--- src/rtl/mem_access_unit_pkg.sv ---
// Shared constants for the MEM-stage data-memory access unit:
// datapath width, FSM encoding, byte-enable patterns and access-size decode.
package mem_access_unit_pkg;

    localparam int DP_WIDTH = 32;

    typedef enum logic [1:0] {
        MAU_IDLE = 2'b00,
        MAU_WAIT = 2'b01,
        MAU_DONE = 2'b10
    } mau_state_t;

    typedef enum logic [1:0] {
        SIZE_WORD = 2'b00,
        SIZE_HALF = 2'b01,
        SIZE_BYTE = 2'b10
    } access_size_t;

    localparam logic [3:0] BE_NONE    = 4'b0000;
    localparam logic [3:0] BE_BYTE0   = 4'b0001;
    localparam logic [3:0] BE_HALF_LO = 4'b0011;
    localparam logic [3:0] BE_HALF_HI = 4'b1100;
    localparam logic [3:0] BE_WORD    = 4'b1111;

    // Byte wins over half; neither flag means a full word.
    function automatic access_size_t decode_size(input logic mem_byte, input logic mem_half);
        if (mem_byte) return SIZE_BYTE;
        if (mem_half) return SIZE_HALF;
        return SIZE_WORD;
    endfunction

endpackage

--- src/rtl/mem_lane_align.sv ---
// Little-endian lane steering: byte enables, replicated store data,
// load extract with sign/zero extension, and the natural-alignment check.
module mem_lane_align
    import mem_access_unit_pkg::*;
(
    input  logic                mem_byte,
    input  logic                mem_half,
    input  logic                mem_sign_ext,
    input  logic [1:0]          addr_low,
    input  logic [DP_WIDTH-1:0] store_data,
    input  logic [DP_WIDTH-1:0] rdata,
    output logic                aligned,
    output logic [3:0]          be,
    output logic [DP_WIDTH-1:0] wdata,
    output logic [DP_WIDTH-1:0] load_data
);

    access_size_t        size;
    logic [DP_WIDTH-1:0] shifted;

    assign size    = decode_size(mem_byte, mem_half);
    assign shifted = rdata >> {addr_low, 3'b000};

    // NOTE: every output is given a default before the case so no path can infer a latch.
    always_comb begin
        aligned   = 1'b1;
        be        = BE_WORD;
        wdata     = store_data;
        load_data = shifted;
        case (size)
            SIZE_BYTE: begin
                be        = BE_BYTE0 << addr_low;
                wdata     = {4{store_data[7:0]}};
                load_data = {{24{mem_sign_ext & shifted[7]}}, shifted[7:0]};
            end
            SIZE_HALF: begin
                aligned   = ~addr_low[0];
                be        = addr_low[1] ? BE_HALF_HI : BE_HALF_LO;
                wdata     = {2{store_data[15:0]}};
                load_data = {{16{mem_sign_ext & shifted[15]}}, shifted[15:0]};
            end
            default: begin
                aligned = (addr_low == 2'b00);
            end
        endcase
    end

endmodule

--- src/rtl/mem_access_unit.sv ---
// MEM-stage data-memory access unit: single-outstanding req/ack bus master
// with time-out, DONE-state result latch for held pipelines, and misalignment flags.
module mem_access_unit
    import mem_access_unit_pkg::*;
#(
    parameter int ACK_TIMEOUT = 64
) (
    input  logic                clk,
    input  logic                rst,
    input  logic                MEM_MemRead,
    input  logic                MEM_MemWrite,
    input  logic                MEM_MemByte,
    input  logic                MEM_MemHalf,
    input  logic                MEM_MemSignExt,
    input  logic [31:0]         MEM_ALU_Result,
    input  logic [31:0]         MEM_ReadData2,
    input  logic                MEM_Kill,
    input  logic                MEM_Hold,
    output logic [31:0]         MEM_ReadData,
    output logic                MEM_Stall,
    output logic                MEM_AddrErrLoad,
    output logic                MEM_AddrErrStore,
    output logic                MEM_BusErr,
    output logic                DBus_Req,
    output logic                DBus_We,
    output logic [29:0]         DBus_Addr,
    output logic [3:0]          DBus_Be,
    output logic [31:0]         DBus_WData,
    input  logic [31:0]         DBus_RData,
    input  logic                DBus_Ack
);

    localparam int               CNT_W    = $clog2(ACK_TIMEOUT);
    localparam logic [CNT_W-1:0] CNT_LAST = CNT_W'(ACK_TIMEOUT - 1);

    mau_state_t          state, state_next;
    logic [CNT_W-1:0]    cnt;
    logic [DP_WIDTH-1:0] latch_data;
    logic                latch_err;
    logic                aligned, access, is_read, is_write, timeout, enter_done;
    logic [3:0]          lane_be;
    logic [DP_WIDTH-1:0] lane_wdata, load_data;

    mem_lane_align u_lane_align (
        .mem_byte     (MEM_MemByte),
        .mem_half     (MEM_MemHalf),
        .mem_sign_ext (MEM_MemSignExt),
        .addr_low     (MEM_ALU_Result[1:0]),
        .store_data   (MEM_ReadData2),
        .rdata        (DBus_RData),
        .aligned      (aligned),
        .be           (lane_be),
        .wdata        (lane_wdata),
        .load_data    (load_data)
    );

    // Read and write together is resolved as a read.
    assign is_read    = MEM_MemRead;
    assign is_write   = MEM_MemWrite & ~MEM_MemRead;
    assign access     = (MEM_MemRead | MEM_MemWrite) & aligned & ~MEM_Kill;
    assign timeout    = (state == MAU_WAIT) & ~DBus_Ack & (cnt == CNT_LAST);
    assign enter_done = (state != MAU_DONE) & (state_next == MAU_DONE);
    assign DBus_Addr  = MEM_ALU_Result[31:2];
    assign DBus_WData = lane_wdata;

    // NOTE: sequential state uses non-blocking assignments so every flop samples pre-edge values.
    always_ff @(posedge clk) begin
        if (!rst) state <= MAU_IDLE;
        else      state <= state_next;
    end

    always_ff @(posedge clk) begin
        if (!rst) begin
            cnt        <= '0;
            latch_data <= '0;
            latch_err  <= 1'b0;
        end else begin
            if (state == MAU_IDLE && access && !DBus_Ack)
                cnt <= CNT_W'(1);
            else if (state == MAU_WAIT && !DBus_Ack && !timeout)
                cnt <= cnt + 1'b1;
            else
                cnt <= '0;
            if (enter_done) begin
                latch_data <= MEM_ReadData;
                latch_err  <= MEM_BusErr;
            end
        end
    end

    always_comb begin
        state_next = state;
        case (state)
            MAU_IDLE: if (access) state_next = DBus_Ack ? (MEM_Hold ? MAU_DONE : MAU_IDLE) : MAU_WAIT;
            MAU_WAIT: if (DBus_Ack || timeout) state_next = MEM_Hold ? MAU_DONE : MAU_IDLE;
            MAU_DONE: if (!MEM_Hold) state_next = MAU_IDLE;
            default:  state_next = MAU_IDLE;
        endcase
    end

    // All outputs are forced quiet while reset is held, whatever the inputs show.
    always_comb begin
        DBus_Req         = 1'b0;
        DBus_We          = 1'b0;
        DBus_Be          = BE_NONE;
        MEM_Stall        = 1'b0;
        MEM_ReadData     = '0;
        MEM_BusErr       = 1'b0;
        MEM_AddrErrLoad  = 1'b0;
        MEM_AddrErrStore = 1'b0;
        if (rst) begin
            case (state)
                MAU_IDLE: begin
                    DBus_Req  = access;
                    MEM_Stall = access & ~DBus_Ack;
                    if (access && DBus_Ack && is_read) MEM_ReadData = load_data;
                    if (!MEM_Kill && !aligned) begin
                        MEM_AddrErrLoad  = is_read;
                        MEM_AddrErrStore = is_write;
                    end
                end
                MAU_WAIT: begin
                    DBus_Req   = 1'b1;
                    MEM_Stall  = ~DBus_Ack & ~timeout;
                    MEM_BusErr = timeout;
                    if (DBus_Ack && is_read) MEM_ReadData = load_data;
                end
                MAU_DONE: begin
                    MEM_ReadData = latch_data;
                    MEM_BusErr   = latch_err;
                end
                default: ;
            endcase
            DBus_We = DBus_Req & is_write;
            DBus_Be = DBus_Req ? lane_be : BE_NONE;
        end
    end

endmodule

--- config.mk ---
export PLATFORM = sky130hd
export DESIGN_NAME = mem_access_unit
export DESIGN_NICKNAME = d
export VERILOG_FILES = /design/src/rtl/mem_access_unit_pkg.sv /design/src/rtl/mem_lane_align.sv /design/src/rtl/mem_access_unit.sv
export SDC_FILE = /design/constraint.sdc
export NUM_CORES = 1
export LEC_CHECK = 0
export CAP_MARGIN = 15
export CORE_MARGIN = 2
export CORE_UTILIZATION = 38
export CTS_BUF_LIST = sky130_fd_sc_hd__clkbuf_8 sky130_fd_sc_hd__clkbuf_16
export DETAILED_ROUTE_END_ITERATION = 8
export PLACE_DENSITY = 0.79
export SLEW_MARGIN = 0
export SYNTH_ARGS = -nofsm -noshare
export SYNTH_HDL_FRONTEND = slang
export SYNTH_SLANG_ARGS = --single-unit
export TNS_END_PERCENT = 100
--- constraint.sdc ---
create_clock -name clk -period 3 [get_ports clk]
set_input_delay 0.3 -clock clk [delete_from_list [all_inputs] [get_ports clk]]
set_output_delay 0.3 -clock clk [all_outputs]
set_load 0.05 [all_outputs]
# Word-level counts from Yosys, hierarchy flattened
# Index checks and enable logic that the tools add are counted.
# W data, S select, Z words.
# classes
n_addsub,1
n_eq_ne,7
n_shift,2
mux,40
bitwise,19
n_reduce_logical,16
# op_table
cell,count
$pmux W32 S2,2
$mux W32,3
$pmux W32 S3,1
$shr A32 B5 Y32,1
$mux W2,9
$mux W1,16
$mux W4,3
$and A1 B1 Y1,11
$logic_and A1 B1 Y1,8
$pmux W1 S2,4
$pmux W4 S2,1
$not A1 Y1,7
$add A6 B1 Y6 const B,1
$eq A2 B2 Y1 const B,3
$eq A6 B6 Y1 const B,1
$pmux W2 S3,1
$eq A2 B1 Y1 const B,2
$logic_not A1 Y1,4
$logic_not A2 Y1,2
$shl A1 B2 Y4 const A,1
$reduce_or A3 Y1,1
$ne A2 B2 Y1 const B,1
$logic_or A1 B1 Y1,1
$or A1 B1 Y1,1
# totals
regBits,41
inputBits,106
output_inout_bits,104
wordCells,90

# Depth between registers and ports, before layout
# depth
ltp_word,13
mapped_depth,10
mapped_depth_nobuf,8

# By module
# Synthesis repeated with hierarchy kept, for this count alone.
# hier_totals
hier_cells,437
area_unflattened_um2,3804.9
# modules_own_cells
module,n_inst,cells_each,area_per_inst_um2,seq_area_each_um2
mem_access_unit,1,246,2567.5,820.8
mem_lane_align,1,191,1237.4,0.0

# Worst setup path after synthesis
# OpenSTA, ideal clock, no wires.
# synth_path
path_type,input port to output port
startpoint,input MEM_ALU_Result[0]
endpoint,output MEM_Stall
arrival_ns,2.449
required_time_ns,2.700
slack_ns,0.251
cell_stages,7
path_buffers,2
cell_sequence,clkbuf_1 > inv_1 > clkbuf_1 > a21oi_1 > nor3_1 > o21ai_1 > nor3_1
# synth_via
elab_chain_cells,7
word_cells_on_any_way,8
cone_classes,mux: 3; bitwise: 4; reduce/logical: 1
# synth_lines
element,line,text
from (decl),mem_access_unit.sv:15,"input logic [31:0] MEM_ALU_Result,"
$logic_not A2 Y1 / $not A1 Y1 (equally long branches),"mem_lane_align.sv:43, mem_lane_align.sv:37",
$pmux W1 S2 *,mem_lane_align.sv:30,case (size)
$and A1 B1 Y1 * (2 in a row),mem_access_unit.sv:60,assign access = (MEM_MemRead | MEM_MemWrite) & aligned & ~MEM_Kill;
$and A1 B1 Y1 *,mem_access_unit.sv:115,MEM_Stall = access & ~DBus_Ack;
$pmux W1 S2 *,mem_access_unit.sv:112,case (state)
$mux W1 *,mem_access_unit.sv:111,if (rst) begin
to (decl),mem_access_unit.sv:20,"output logic MEM_Stall,"
# Mark *: on every way between the ends. The rest lies on a longest branch, timed or not.

# Final worst setup path
# layout_path
startpoint,input MEM_ALU_Result[1]
endpoint,output MEM_ReadData[24]
# layout_via
elab_chain_cells,9
word_cells_on_any_way,14
cone_classes,shift: 1; mux: 6; bitwise: 4; reduce/logical: 3
# layout_lines
element,line,text
branches (longest 7 deep; another with $shr A32 B5 Y32),--,
$pmux W32 S3 *,mem_access_unit.sv:112,
$mux W32 *,mem_access_unit.sv:111,
to (decl),mem_access_unit.sv:19,"output logic [31:0] MEM_ReadData,"
# Mark *: on every way between the ends.

==> impl_results.md <==
- Non-Filler Instances: 690
- First-pass GRT wire length: 18900 um
- Synth area leaders: dfxtp_1, nand2_1, mux2i_1, buf_4, nor2_1
- Antenna Nets Post-Route: 0
- Post-synthesis cell count: 471
- Sw frac: 35.7%
- PortBufs: 149
- VDD IR max: 0.177 mV
- Design Area, Final: 5470 sq um
- Ys flop type: dfxtp_1
- R2R Path End: latch_data[28]$_SDFFE_PN0P_
- Critical Path RT: 2.70 ns
- Util after Layout: 62.8%
- Final min period: 2.83 ns
- Clk network pwr share: 24.3%
- Endpoint class of the critical path: output port
- Synth top cells by count: nand2_1, nor2_1, mux2i_1, buf_4, dfxtp_1
- RSZ-0062 raised after global routing: no
- Hold-fix buffers at CTS: 0
- # diodes: 0
- DR vias: 3605
- #FFs+latches synth: 41
- Post-synth EDFFs: 0
- Length in cells of the worst reg-to-reg path: 10
- Combinational share of power: 42.9%
- FMAX: 0.353 GHz
- Synth Net Count: 582
- Fin crit share: 94.5%
- WHS Endpoint: latch_data[23]$_SDFFE_PN0P_
- Setup ws final: 0.165 ns
- Most frequent cell after synthesis: nand2_1
- Gp weighted congestion: 0.901
- I/O pins: 210
- Yosys top cell area share: 24.0%
- CTS max path bufs: 2
- Hold depth: 2
- Hold path start: latch_data[23]$_SDFFE_PN0P_
- Initial core utilization: 39.3%
- Asr flop ratio synth: 0%
- Placed Cells: 682
- Pre-CTS setup slack: -0.150 ns
- DR DRC count: 0
- Status: finished, final reports clean
- Initial antenna violation count: 0
- Num CTS Buffers: 5
- Power Density: 307 nW/um^2
- Routed length per placed instance: 17.2 um
- Core Footprint: 8720 sq um
- Crit path DAT: 2.53 ns
- DRT Pass-1 Iters: 4
- CTS root buf: clkbuf_8
- Reg2reg start: state[1]$_SDFF_PN0_
- Largest net degree at the start of global routing: 41
- Max-slew violations: 0
- Total track usage: 23.9%
- Cell Area, Placed: 5360 sq um
- Fin. Hold Viols: 0
- Synth area leader: dfxtp_1
- Slew at the pin with the worst max-slew slack: 0.628 ns
- Sequential-to-total area share from yosys stat: 24.0%
- Nets: 692
- Layout cells sized above 1: 18.6%
- WL final: 11900 um
- Grt total ovfl: 0
- Number of DRC markers in iteration 0: 187
- # rows: 34
- MaxCap Viol Count: 0
- Layout Skew: 0.00327 ns
- R2R Setup Slk: 0.55 ns
- Switch Pwr: 0.000600 W
- Die Span Y: 98.9 um
- Slew headroom: 58.0%
- Sequential Power Share: 32.8%
- P_int: 0.00108 W
- CTS sink count: 41
- Post-synth design cell area: 3420 sq um
- CTS tree: built
- DP Wirelength: 9360 um
- CP startpoint kind: primary input
- CTS clk-pin slew, worst paths: 0.08 ns
- Yosys cell types: 38
- Die Area: 9780 sq um
- Synthesized area per cell: 7.27 sq um
- Die width: 98.9 um
- Largest fanout on the critical path: 16
- Crit Path Class: in -> out
- Clk_lat worst skew: 0.30 ns
- Drt via density: 5.22
- Leakage: 2.33 nW
- Type of the worst min-delay path: reg -> reg
- Setup violators final: 0
- H-tree Lvls: 2
- Yosys warnings: 0
- Vias in the first global route: 3572
- Syn-to-layout area delta: 59.9%
- Fillers: 745
-- final cells by class --
| class | count | area, sq um | share of cell area [%] |
|---|---|---|---|
| repair buffers | 169 | 2200 | 40.3 |
| multi-input cells | 353 | 2170 | 39.7 |
| flip-flops and latches | 41 | 821 | 15.0 |
| well taps | 108 | 135 | 2.47 |
| clock buffers | 7 | 96.3 | 1.76 |
| inverters | 11 | 41.3 | 0.754 |
| clock inverters | 1 | 5.00 | 0.0914 |
-- kinds of logic after synthesis --
family / synth area share (%)
and+or+nand+nor: 27.4
buffers and inverters: 13.0
DFF: 24.0
muxes: 20.8
xor gates and xnor gates: 1.02
adders and majority gates: 1.83
AOI/OAI and AO/OA: 11.9
-- stage by stage --
stage	hold slack [ns]	total power (W)	TNS, ns
after floorplan	0.376	0.00105	0
after global placement	0.443	0.00127	-0.0487
after detailed placement	0.447	0.00128	-1.71
after CTS	0.462	0.00168	0
after global routing	0.480	0.00174	0
final	0.463	0.00168	0
-- worst max path at each step --
stage	endpoint	cells after the start	startpoint	slack, ns
6_report	MEM_ReadData[24]	9	MEM_ALU_Result[1]	0.17
5_1_grt	MEM_Stall	8	MEM_ALU_Result[0]	0.05
4_1_cts	MEM_ReadData[31]	9	state[0]$_SDFF_PN0_	0.04
3_5_place_dp	MEM_ReadData[31]	8	MEM_ALU_Result[0]	-0.15
3_3_place_gp	MEM_ReadData[24]	8	MEM_ALU_Result[0]	-0.01
2_1_floorplan	MEM_Stall	7	MEM_ALU_Result[0]	0.25
-- state kept, by name, summed over array words and instances, names as in the netlist --
| name | count |
|---|---|
| state | 2 |
| cnt | 6 |
| latch_data | 32 |
| latch_err | 1 |
-- critical path, stage by stage --
cell	delay, ns
clkdlybuf4s50_1	0.54
buf_4	0.18
mux2_2	0.35
a32o_1	0.24
a211oi_1	0.37
nor2b_4	0.16
nand2_1	0.13
nand2_1	0.10
buf_12	0.16
-- per-layer routing --
| layer | global-route usage, % | vias to the layer above | part of all wire [%] |
|---|---|---|---|
| met1 | 32.1 | 1690 | 44 |
| met3 | 4.40 | 23 | 6.1 |
| met5 | 0 | - | 0 |
| li1 | - | 1749 | - |
| met4 | 8.01 | 0 | 2.4 |
| met2 | 38.5 | 143 | 48 |
-- cell usage in the layout (no fill, tap or decap), types with 2 or more instances in the layout --
master / count
a211oi_1: 2
a21o_1: 2
a21oi_1: 13
a22o_1: 9
a31oi_1: 2
a32o_1: 8
and2_1: 16
and3_1: 2
buf_12: 57
buf_4: 23
clkbuf_8: 7
clkdlybuf4s50_1: 89
dfxtp_1: 41
ha_1: 5
inv_1: 11
mux2_1: 12
mux2_2: 11
mux2i_1: 43
nand2_1: 132
nand2b_1: 4
nand3_1: 4
nor2_1: 47
nor2b_1: 3
nor3_1: 4
o21ai_0: 17
xnor2_1: 3
-- power by group through the flow --
stage	clock [W]	combinational [W]	sequential [W]
3_3_place_gp	0	0.000705	0.000564
5_1_grt	0.000436	0.000756	0.000553
6_report	0.000409	0.000721	0.000552
4_1_cts	0.000416	0.000717	0.000552
3_5_place_dp	0	0.000714	0.000565
2_1_floorplan	0	0.000482	0.000564
-- timing repair --
action,in CTS,in global routing
setup endpoints to repair,16,21
resized for setup,1,2
setup buffers,0,0
endpoints found under the hold margin,0,0
pin swaps,0,0
Note: power is estimated with default switching activity, not from simulation.
